<file path="src/rtl/xge_wb_arb_pkg.sv">
// xge_wb_arb_pkg: shared state encoding and constants for the Wishbone config arbiter
package xge_wb_arb_pkg;
  typedef enum logic {IDLE, BUS} state_t;
  localparam int DEF_TIMEOUT = 16;
  localparam int ERR_DATA = 0;
endpackage

</file>
<file path="src/rtl/xge_wb_rr_pick.sv">
// xge_wb_rr_pick: combinational two-input round-robin picker (valid[1:0], last_grant -> one-hot grant)
module xge_wb_rr_pick (
  input  logic [1:0] valid,
  input  logic       last_grant,
  output logic [1:0] grant
);
  always_comb grant = &valid ? (last_grant ? 2'b01 : 2'b10) : valid;
endmodule

</file>
<file path="src/rtl/xge_wb_cfg_arbiter.sv">
// xge_wb_cfg_arbiter: two requesters round-robin onto one single-beat Wishbone master with ack timeout
module xge_wb_cfg_arbiter
  import xge_wb_arb_pkg::*;
#(
  parameter int AW = 8,
  parameter int DW = 32,
  parameter int TIMEOUT_CYCLES = DEF_TIMEOUT
) (
  input  logic          wb_clk_i,
  input  logic          wb_rst_n_i,
  input  logic          req0_valid_i,
  input  logic          req0_we_i,
  input  logic [AW-1:0] req0_adr_i,
  input  logic [DW-1:0] req0_dat_i,
  output logic          req0_ready_o,
  output logic          rsp0_valid_o,
  output logic [DW-1:0] rsp0_dat_o,
  output logic          rsp0_err_o,
  input  logic          req1_valid_i,
  input  logic          req1_we_i,
  input  logic [AW-1:0] req1_adr_i,
  input  logic [DW-1:0] req1_dat_i,
  output logic          req1_ready_o,
  output logic          rsp1_valid_o,
  output logic [DW-1:0] rsp1_dat_o,
  output logic          rsp1_err_o,
  output logic [AW-1:0] wb_adr_o,
  output logic [DW-1:0] wb_dat_o,
  output logic          wb_we_o,
  output logic          wb_cyc_o,
  output logic          wb_stb_o,
  input  logic          wb_ack_i,
  input  logic [DW-1:0] wb_dat_i
);
  localparam int TW = $clog2(TIMEOUT_CYCLES + 1);
  state_t state, state_nx;
  logic [1:0] grant;
  logic last_grant, idx, accept, done;
  logic [DW-1:0] rd_dat;
  logic [TW-1:0] timer;
  xge_wb_rr_pick u_pick (
    .valid({req1_valid_i, req0_valid_i}),
    .last_grant(last_grant),
    .grant(grant)
  );
  always_ff @(posedge wb_clk_i or negedge wb_rst_n_i)
    if (!wb_rst_n_i) begin
      state <= IDLE;
      last_grant <= 1'b1;
      idx <= 1'b0;
      timer <= '0;
      wb_adr_o <= '0;
      wb_dat_o <= '0;
      wb_we_o <= 1'b0;
      rsp0_valid_o <= 1'b0;
      rsp1_valid_o <= 1'b0;
      rsp0_err_o <= 1'b0;
      rsp1_err_o <= 1'b0;
      rsp0_dat_o <= '0;
      rsp1_dat_o <= '0;
    end else begin
      state <= state_nx;
      timer <= accept ? TW'(1) : done ? '0 : (state == BUS) ? timer + TW'(1) : timer;
      rsp0_valid_o <= done && !idx;
      rsp1_valid_o <= done && idx;
      rsp0_err_o <= done && !idx && !wb_ack_i;
      rsp1_err_o <= done && idx && !wb_ack_i;
      rsp0_dat_o <= (done && !idx) ? rd_dat : DW'(ERR_DATA);
      rsp1_dat_o <= (done && idx) ? rd_dat : DW'(ERR_DATA);
      if (accept) begin
        last_grant <= grant[1];
        idx <= grant[1];
        wb_we_o <= grant[1] ? req1_we_i : req0_we_i;
        wb_adr_o <= grant[1] ? req1_adr_i : req0_adr_i;
        wb_dat_o <= grant[1] ? req1_dat_i : req0_dat_i;
      end
    end
  always_comb state_nx = accept ? BUS : done ? IDLE : state;
  always_comb begin
    accept = wb_rst_n_i && state == IDLE && |grant;
    done = state == BUS && (wb_ack_i || timer == TW'(TIMEOUT_CYCLES));
    req0_ready_o = accept && grant[0];
    req1_ready_o = accept && grant[1];
    wb_cyc_o = state == BUS;
    wb_stb_o = state == BUS;
    rd_dat = (wb_ack_i && !wb_we_o) ? wb_dat_i : DW'(ERR_DATA);
  end
endmodule

</file>
<file path="config.mk">
export PLATFORM = sky130hd
export DESIGN_NAME = xge_wb_cfg_arbiter
export DESIGN_NICKNAME = d
export VERILOG_FILES = /design/src/rtl/xge_wb_arb_pkg.sv /design/src/rtl/xge_wb_rr_pick.sv /design/src/rtl/xge_wb_cfg_arbiter.sv
export SDC_FILE = /design/constraint.sdc
export NUM_CORES = 1
export LEC_CHECK = 0
export ABC_AREA = 0
export BUFFER_PORTS_ARGS = -buffer_cell sky130_fd_sc_hd__buf_2
export CORE_ASPECT_RATIO = 0.75
export CORE_MARGIN = 2
export CORE_UTILIZATION = 40
export DETAILED_ROUTE_END_ITERATION = 8
export GPL_ROUTABILITY_DRIVEN = 0
export GPL_TIMING_DRIVEN = 0
export PLACE_DENSITY = 0.72
export SLEW_MARGIN = 0
export SYNTH_ARGS = -nofsm -noshare
export SYNTH_HDL_FRONTEND = slang
export SYNTH_HIERARCHICAL = 1
export SYNTH_SLANG_ARGS = --single-unit
</file>
<file path="constraint.sdc">
create_clock -name wb_clk_i -period 2.64 [get_ports wb_clk_i]
set_input_delay 0.528 -clock wb_clk_i [delete_from_list [all_inputs] [get_ports wb_clk_i]]
set_output_delay 0.528 -clock wb_clk_i [all_outputs]
set_load 0.005 [all_outputs]
</file>
After elaboration in Yosys (flattened, before gate mapping)
Index checks and enable logic that the tools add are counted.
{"block": "classes", "add_sub_neg": 1, "n_mul": 0, "n_div": 0, "n_lt_le_gt_ge": 0, "eq_ne": 1, "shifts": 0, "n_mux": 13, "n_bitwise": 1, "n_reduce_logical": 18}
{"op": "2-to-1 mux 32 bit", "n": 4}
{"op": "2-to-1 mux 5 bit", "n": 3}
{"op": "logical AND 1 bit", "n": 10}
{"op": "2-to-1 mux 8 bit", "n": 1}
{"op": "adder 5 x 1 -> 5 bit (second input constant)", "n": 1}
{"op": "equality test 5 bit (second input constant)", "n": 1}
{"op": "2-to-1 mux 2 bit", "n": 2}
{"op": "logical NOT 1 bit", "n": 3}
{"op": "2-to-1 mux 1 bit", "n": 3}
{"op": "nonzero test 3 bit", "n": 1}
{"op": "AND reduction 2 bit", "n": 1}
{"op": "nonzero test 2 bit", "n": 1}
{"op": "OR reduction 2 bit", "n": 1}
{"op": "logical OR 1 bit", "n": 1}
{"op": "inverter 1 bit", "n": 1}
{"block": "totals", "reg_bits": 117, "latchBits": 0, "mem_bits_rw": 0, "mem_bits_ro": 0, "output_inout_bits": 113, "memories": 0}

Longest topological paths before layout
Gate-level depths: netlist of the first run.
{"block": "depth", "word_depth": 5, "depth_mapped": 7, "ltp_nobuf": 5}

Modules after synthesis
Netlist of the first run, hierarchy kept.
{"module": "xge_wb_cfg_arbiter", "instances": 1, "cells_each": 368, "area_per_inst_um2": 4586.9}
{"module": "xge_wb_rr_pick", "instances": 1, "cells_each": 3, "area_per_inst_um2": 18.8}

Least setup slack after synthesis of the first run
No wires, ideal clock.
{"block": "synth_timing", "kind": "input to output", "start": "input port req1_valid_i", "end": "output port req1_ready_o", "t_arrival_ns": 1.066, "slack_ns": 1.046, "stages": 3, "path_cell_list": "a21boi_0 buf_6 and3_1"}
{"block": "synth_between", "elab_chain_len": 5}
{"item": "start: declaration", "line_no": "xge_wb_cfg_arbiter.sv:19", "rtl": "input logic req1_valid_i,"}
{"item": "AND reduction 2 bit", "line_no": "xge_wb_rr_pick.sv:7", "rtl": "always_comb grant = &valid ? (last_grant ? 2'b01 : 2'b10) : valid;"}
{"item": "2-to-1 mux 2 bit *", "line_no": "xge_wb_rr_pick.sv:7"}
{"item": "OR reduction 2 bit", "line_no": "xge_wb_cfg_arbiter.sv:80", "rtl": "accept = wb_rst_n_i && state == IDLE && |grant;"}
{"item": "logical AND 1 bit", "line_no": "xge_wb_cfg_arbiter.sv:80"}
{"item": "logical AND 1 bit *", "line_no": "xge_wb_cfg_arbiter.sv:83", "rtl": "req1_ready_o = accept && grant[1];"}
{"item": "end: declaration", "line_no": "xge_wb_cfg_arbiter.sv:23", "rtl": "output logic req1_ready_o,"}
Every way passes the cells marked *; elsewhere a longest branch is shown, timed or not.

Worst setup path in the final report of the first run
{"block": "layout_timing", "start": "register state, in the netlist wb_cyc_o", "end": "output port req1_ready_o"}
{"block": "layout_between", "elab_chain_len": 4}
{"item": "start: declaration", "line_no": "xge_wb_cfg_arbiter.sv:36", "rtl": "state_t state, state_nx;"}
{"item": "start signal: assignment", "line_no": "xge_wb_cfg_arbiter.sv:62", "rtl": "state <= state_nx;"}
{"item": "inverter 1 bit", "line_no": "xge_wb_cfg_arbiter.sv:80"}
{"item": "logical AND 1 bit (2 in series)", "line_no": "xge_wb_cfg_arbiter.sv:80"}
{"item": "logical AND 1 bit", "line_no": "xge_wb_cfg_arbiter.sv:83"}
Every way passes these cells.

==> flow_summary.json, run 1 <==
{
  "hold_ws_ps": 68.8,
  "syn_nets": 492,
  "clk_latency_ps": 400,
  "syn_inst": 371,
  "ys.flop_type": "dfrtp_1",
  "clock_sinks": 117,
  "yosysTopAreaCellShare_pct": 63.0,
  "floorplan.initialDensity_pct": 41.6,
  "rows": 33,
  "drt_wl_total_mm": 11.3,
  "startpoint_type": "register",
  "antennaDiodeCount": 0,
  "pin_count": 232,
  "worstMarginPinSlew_ps": 509,
  "grt_pass1_wl_mm": 18.5,
  "grt_overflow": 0,
  "power.leakage_nw": 3.62,
  "synth_mux_area_share_pct": 8.91,
  "die_h_um": 96.9,
  "yosysSeqAreaShare_pct": 63.6,
  "ys_ff_latch": 117,
  "finalHoldViolCount": 0,
  "final_core_util_pct": 59.4,
  "drc": 0,
  "rsz0062_at_grt": "no",
  "synthTopCellsByCount": "116 x dfrtp_1, 66 x and2_1, 42 x o21ai_0, 41 x mux2i_1, 40 x o21ai_1",
  "critPathMaxFanout": 9,
  "cts_max_level": 4,
  "cts_tree": "yes",
  "cts_resized": 0,
  "syn_avg_cell_area_um2": 12.4,
  "clk_pin_slew_worst_paths_ps": 60,
  "hold_class": "in -> async",
  "synth.most_common_cell": "dfrtp_1",
  "setup_viol": 0,
  "synth-simple-area-share_pct": 11.6,
  "numPortBuffers": 231,
  "synth.largest_area_cell": "dfrtp_1",
  "num_vias": 3735,
  "finalCriticalPeriod_ps": 2110,
  "drt_iter0_drc": 116,
  "dieArea_um2": 12400,
  "synth-edff-count": 0,
  "numCtsBuffers": 17,
  "finalNetCount": 743,
  "dpl_cell_area_um2": 5970,
  "vias_per_cell": 4.82,
  "grt_start_max_net_pins": 70,
  "grt_pass1_vias": 3841,
  "max_freq_mhz": 474,
  "post-route-cell-area_um2": 6580,
  "dr.pass1.iters": 4,
  "fin_worst_skew_ps": 6.24,
  "coreArea_um2": 11100,
  "cp.arrival_ps": 1580,
  "wl_per_cell_um": 14.6,
  "netlist-cell-type-count": 34,
  "crit_type": "reg -> out",
  "synthesis.area_um2": 4610,
  "antenna_found_initial": 0,
  "area_growth_pct": 42.8,
  "synthArstFlopShare_pct": 100,
  "finalCritPeriodShare_pct": 79.9,
  "maxCapViolations": 0,
  "ant_nets": 0,
  "vdd.ir_drop.worst_mv": 0.474,
  "outcome": "complete, no violations",
  "cts_post_setup_buffers_inserted": 0,
  "synthAdderAreaFrac_pct": 0.543,
  "ys_top_cells_by_area": "dfrtp_1 63%, and2_1 9.0%, mux2i_1 8.9%",
  "yosysWarnings": 6,
  "dp_cells": 743,
  "grt_usage_pct": 19.0,
  "dp_hpwl_mm": 8.54,
  "synth_compound_area_share_pct": 11.2,
  "synth_top_family_by_area": "simple AND/OR/NAND/NOR gates",
  "synthXorXnorAreaFrac_pct": 0.190,
  "fin_cells": 775,
  "p_per_area_nw_per_um2": 972,
  "cts-root-buf": "clkbuf_16",
  "ctsHoldBuffers": 0,
  "slew_viol_final": 0,
  "cts_buffer_depth": 2,
  "required_ps": 2110,
  "die_w_um": 128,
  "critPathCaptureType": "primary output",
  "slew-limit-headroom_pct": 66.1,
  "drive_above_1_share_pct": 45.4,
  "num-fill-cells": 946
}
metrics by stage:
stage                     setup WS [ps]  power (mW)  setup TNS (ps)
after floorplan                    1050        3.30               0
after global placement             -963        4.05          -82350
after detailed placement            664        4.12               0
after CTS                           507        6.48               0
after global routing                414        6.82               0
final                               531        6.39               0
critical path, cell delays in order, from the launching register on:
cell	delay [ps]
dfrtp_1	390
buf_2	200
inv_1	170
and3_1	270
buf_2	140
state kept, by name, indices dropped and copies added, names as in the netlist:
name and cells:
wb_adr_o 8, idx 1, rsp0_valid_o 1, rsp0_dat_o 32
last_grant 1, rsp1_dat_o 32, wb_we_o 1, rsp1_err_o 1
timer 5, wb_dat_o 32, rsp0_err_o 1, rsp1_valid_o 1
wb_cyc_o 1
area by class of cell:
| cell class | instances | area (um2) | share of cell area, % |
|---|---|---|---|
| Buffer | 26 | 160 | 2.43 |
| Clock buffer | 18 | 429 | 6.52 |
| Clock inverter | 14 | 178 | 2.70 |
| Inverter | 5 | 18.8 | 0.285 |
| Multi-Input combinational cell | 223 | 1500 | 22.8 |
| Sequential cell | 117 | 2930 | 44.5 |
| Tap cell | 140 | 175 | 2.66 |
| Timing Repair Buffer | 232 | 1190 | 18.1 |
logic make-up (layout without fill, tap and decap cells):
kind of cell	after synthesis	after routing
flip-flops	117	117
AO/OA/AOI/OAI	94	94
AND/OR/NAND/NOR	85	85
multiplexers	41	41
buffers and inverters	31	295
adder cells (fa/ha/maj)	2	2
XOR/XNOR	1	1
worst paths after layout:
check / slack (ps) / cells past startpoint / from / end
max in group asynchronous: 1870 / 2 / wb_rst_n_i / rsp1_dat_o[5]
worst min register to register: 500 / 2 / wb_dat_o[31] / wb_dat_o[31]
worst min-delay path: 70 / 1 / wb_rst_n_i / wb_dat_o[2]
min in group wb_clk_i: 340 / 2 / wb_dat_i[3] / rsp1_dat_o[3]
worst max-delay path: 530 / 4 / wb_cyc_o / req1_ready_o
worst max register to register: 910 / 7 / last_grant / timer[0]
metal layers:
layer	vias up	GRT usage [%]	part of all wire [%]
met5	-	0	0
met4	0	5.58	0.72
met3	10	6.25	7.8
met2	161	32.0	49
met1	1796	23.3	43
li1	1768	-	-
layout by cell type, fill, tap and decap left out, types with 2 or more instances in the layout:
master / netlist / routed
a21o_1: 2 / 2
dfrtp_1: 116 / 116
nor3_2: 2 / 2
and2_1: 66 / 66
nand2_1: 2 / 2
o21ai_0: 42 / 42
nor2_1: 3 / 3
ha_1: 2 / 2
nor3_1: 2 / 2
a21boi_0: 2 / 2
clkinv_4: 0 / 6
nand3_1: 2 / 2
clkbuf_1: 8 / 9
inv_6: 0 / 2
clkbuf_16: 0 / 17
bufinv_16: 0 / 3
inv_1: 4 / 4
a22o_1: 2 / 2
nand2b_1: 2 / 2
mux2i_1: 41 / 41
and3_1: 2 / 2
o21ai_1: 40 / 40
clkinv_2: 0 / 2
buf_6: 6 / 7
buf_2: 11 / 241
power by group:
group	switching (mW)	total [mW]	internal (mW)
combinational	0.839	1.59	0.752
sequential	0.228	2.48	2.25
clock	0.828	2.32	1.49
(Power assumes the default switching activity.)
==> run 2: changes to the inputs <==
- PLACE_DENSITY: 0.72 -> 0.74
- clock period: 2.64 -> 1.7 ns (I/O delays scaled with it)
==> run 2 against run 1 <==
Compared with the run above:
- the run now ends with negative hold slack, negative setup slack left
- combinational power is 75% higher
- flip-flop and latch count stayed put
- global-route usage is 0.73 points higher
- die area stayed put
- hold slack worse by 200 ps
- clock skew is 6.3 ps higher
==> flow_summary.json, run 2 (same netlist as run 1, synthesis figures left out) <==
{
  "pin_count": 232,
  "hold_ws_ps": -130,
  "p_per_area_nw_per_um2": 1520,
  "max_freq_mhz": 570,
  "drive_above_1_share_pct": 49.4,
  "wl_per_cell_um": 15.7,
  "dp_hpwl_mm": 8.94,
  "clock_sinks": 117,
  "clk_pin_slew_worst_paths_ps": 60,
  "final_core_util_pct": 61.2,
  "grt_overflow": 0,
  "startpoint_type": "register",
  "num_vias": 3843,
  "cts_tree": "yes",
  "top_regs": "rsp0_dat_o (32), rsp1_dat_o (32), wb_dat_o (32)",
  "die_h_um": 96.9,
  "drt_iter0_drc": 141,
  "cts_buffer_depth": 2,
  "seqPwrFrac_pct": 37.6,
  "finalHoldViolCount": 47,
  "p_switching_mw": 3.12,
  "p_int_mw": 7.16,
  "finalCriticalPeriod_ps": 1760,
  "required_ps": 1360,
  "hold_class": "in -> async",
  "dr_wl_met2_mm": 6.19,
  "coreArea_um2": 11100,
  "numPortBuffers": 231,
  "power.leakage_nw": 3.72,
  "ant_nets": 0,
  "grt_pass1_wl_mm": 19.1,
  "fin_cells": 782,
  "wl_met1_mm": 5.06,
  "top_layer": "met4",
  "critPathCaptureType": "primary output",
  "dieArea_um2": 12400,
  "floorplan.initialDensity_pct": 41.6,
  "antenna_found_initial": 0,
  "combPwrFrac_pct": 27.0,
  "worstMarginPinSlew_ps": 523,
  "fin_worst_skew_ps": 12.5,
  "area_growth_pct": 47.1,
  "crit_chain": "buf_6 > a21boi_4 > and3_4 > buf_6",
  "cp.arrival_ps": 1420,
  "crit_path_top_delay_cell": "dfstp_2",
  "slew-limit-headroom_pct": 65.1,
  "violations": "negative hold slack, negative setup slack",
  "path_common_cell": "buf_6",
  "antennaDiodeCount": 0,
  "rsz0062_at_grt": "yes",
  "vdd.ir_drop.worst_mv": 0.710,
  "num-fill-cells": 913,
  "cts-root-buf": "clkbuf_16",
  "drc": 0,
  "clkPwrFrac_pct": 35.3,
  "wl_met3_mm": 1.00,
  "grt_usage_pct": 19.7,
  "grt_start_max_net_pins": 70,
  "maxCapViolations": 0,
  "slew_viol_final": 0,
  "numCtsBuffers": 17,
  "critPathMaxFanout": 4,
  "fin_ws_ps": -55.4,
  "outcome": "finished with violations",
  "finalNetCount": 750,
  "finalCritPeriodShare_pct": 103,
  "grt_pass1_vias": 3882,
  "crit_type": "reg -> out",
  "switching_share_pct": 30.4,
  "critPathMaxStageDelay_ps": 370,
  "setup_viol": 2,
  "clk_latency_ps": 410,
  "dp_cells": 743,
  "dr.pass1.iters": 5,
  "regArea_um2": 2930,
  "final_common_cell": "buf_2",
  "rows": 33,
  "cts_max_level": 4,
  "drt_wl_total_mm": 12.3,
  "die_w_um": 128,
  "multiInputGateArea_um2": 1580,
  "vias_per_cell": 4.91,
  "final_cell_mix": "237 x buf_2, 116 x dfrtp_1, 65 x and2_1, 40 x mux2i_1, 37 x o21ai_0"
}
run 2: critical path, delay by kind of cell (launching register included):
| kind | cells | cell delay [ps] |
|---|---|---|
| DFF | 1 | 370 |
| AOI/OAI and AO/OA | 1 | 190 |
| and+or+nand+nor | 1 | 230 |
| buffers and inverters | 2 | 210 |
run 2: path summary, 6_finish.rpt:
kind / start / to / slack (ps) / cells past startpoint
hold / removal: wb_rst_n_i / wb_dat_o[1] / -130 / 1
min in group wb_clk_i: wb_dat_i[20] / rsp0_dat_o[20] / 140 / 2
hold reg to reg: wb_dat_o[21] / wb_dat_o[21] / 510 / 2
setup reg to reg: last_grant / timer[0] / 40 / 6
setup / recovery: last_grant / req1_ready_o / -60 / 4
max in group asynchronous: wb_rst_n_i / rsp1_err_o / 1120 / 2
run 2: what timing repair did:
action                                  CTS  global route
endpoints found under the setup margin   40            46
pin swaps                                 2            10
gates cloned                              0             3
resized for setup                         7            38
hold endpoints to repair                 47            47
buffers inserted                          4             2
run 2: power by group through the flow:
stage	registers (mW)	logic [mW]	clock network, mW
4_1_cts	3.87	2.58	3.71
5_1_grt	3.96	3.07	3.85
2_1_floorplan	3.93	1.19	0
3_3_place_gp	3.85	2.45	0
6_report	3.87	2.78	3.63
3_5_place_dp	3.90	2.52	0
run 2: final cells by class:
type / count / area share, %
Tap cell: 140 / 2.59
Multi-Input combinational cell: 224 / 23.3
Inverter: 5 / 0.314
Clock inverter: 14 / 2.59
Buffer: 24 / 2.48
Timing Repair Buffer: 240 / 19.1
Clock buffer: 18 / 6.34
Sequential cell: 117 / 43.2
run 2: per-stage QoR:
step	setup TNS, ps	power [mW]	setup slack, ps	hold WS (ps)	area (um2)
3_5_place_dp	-223	6.42	-32.1	320	5970
6_report	-100	10.3	-55.4	-130	6770
5_1_grt	-645	10.9	-128	-110	6770
4_1_cts	-144	10.2	-74.5	-116	6630
3_3_place_gp	-209670	6.30	-1670	481	5940
2_1_floorplan	0	5.12	183	44.4	4610
run 2: layer usage:
layer	up-vias	track usage, %
met5	-	0
met4	0	5.58
met2	177	32.8
met1	1870	24.2
met3	8	7.30
li1	1788	-
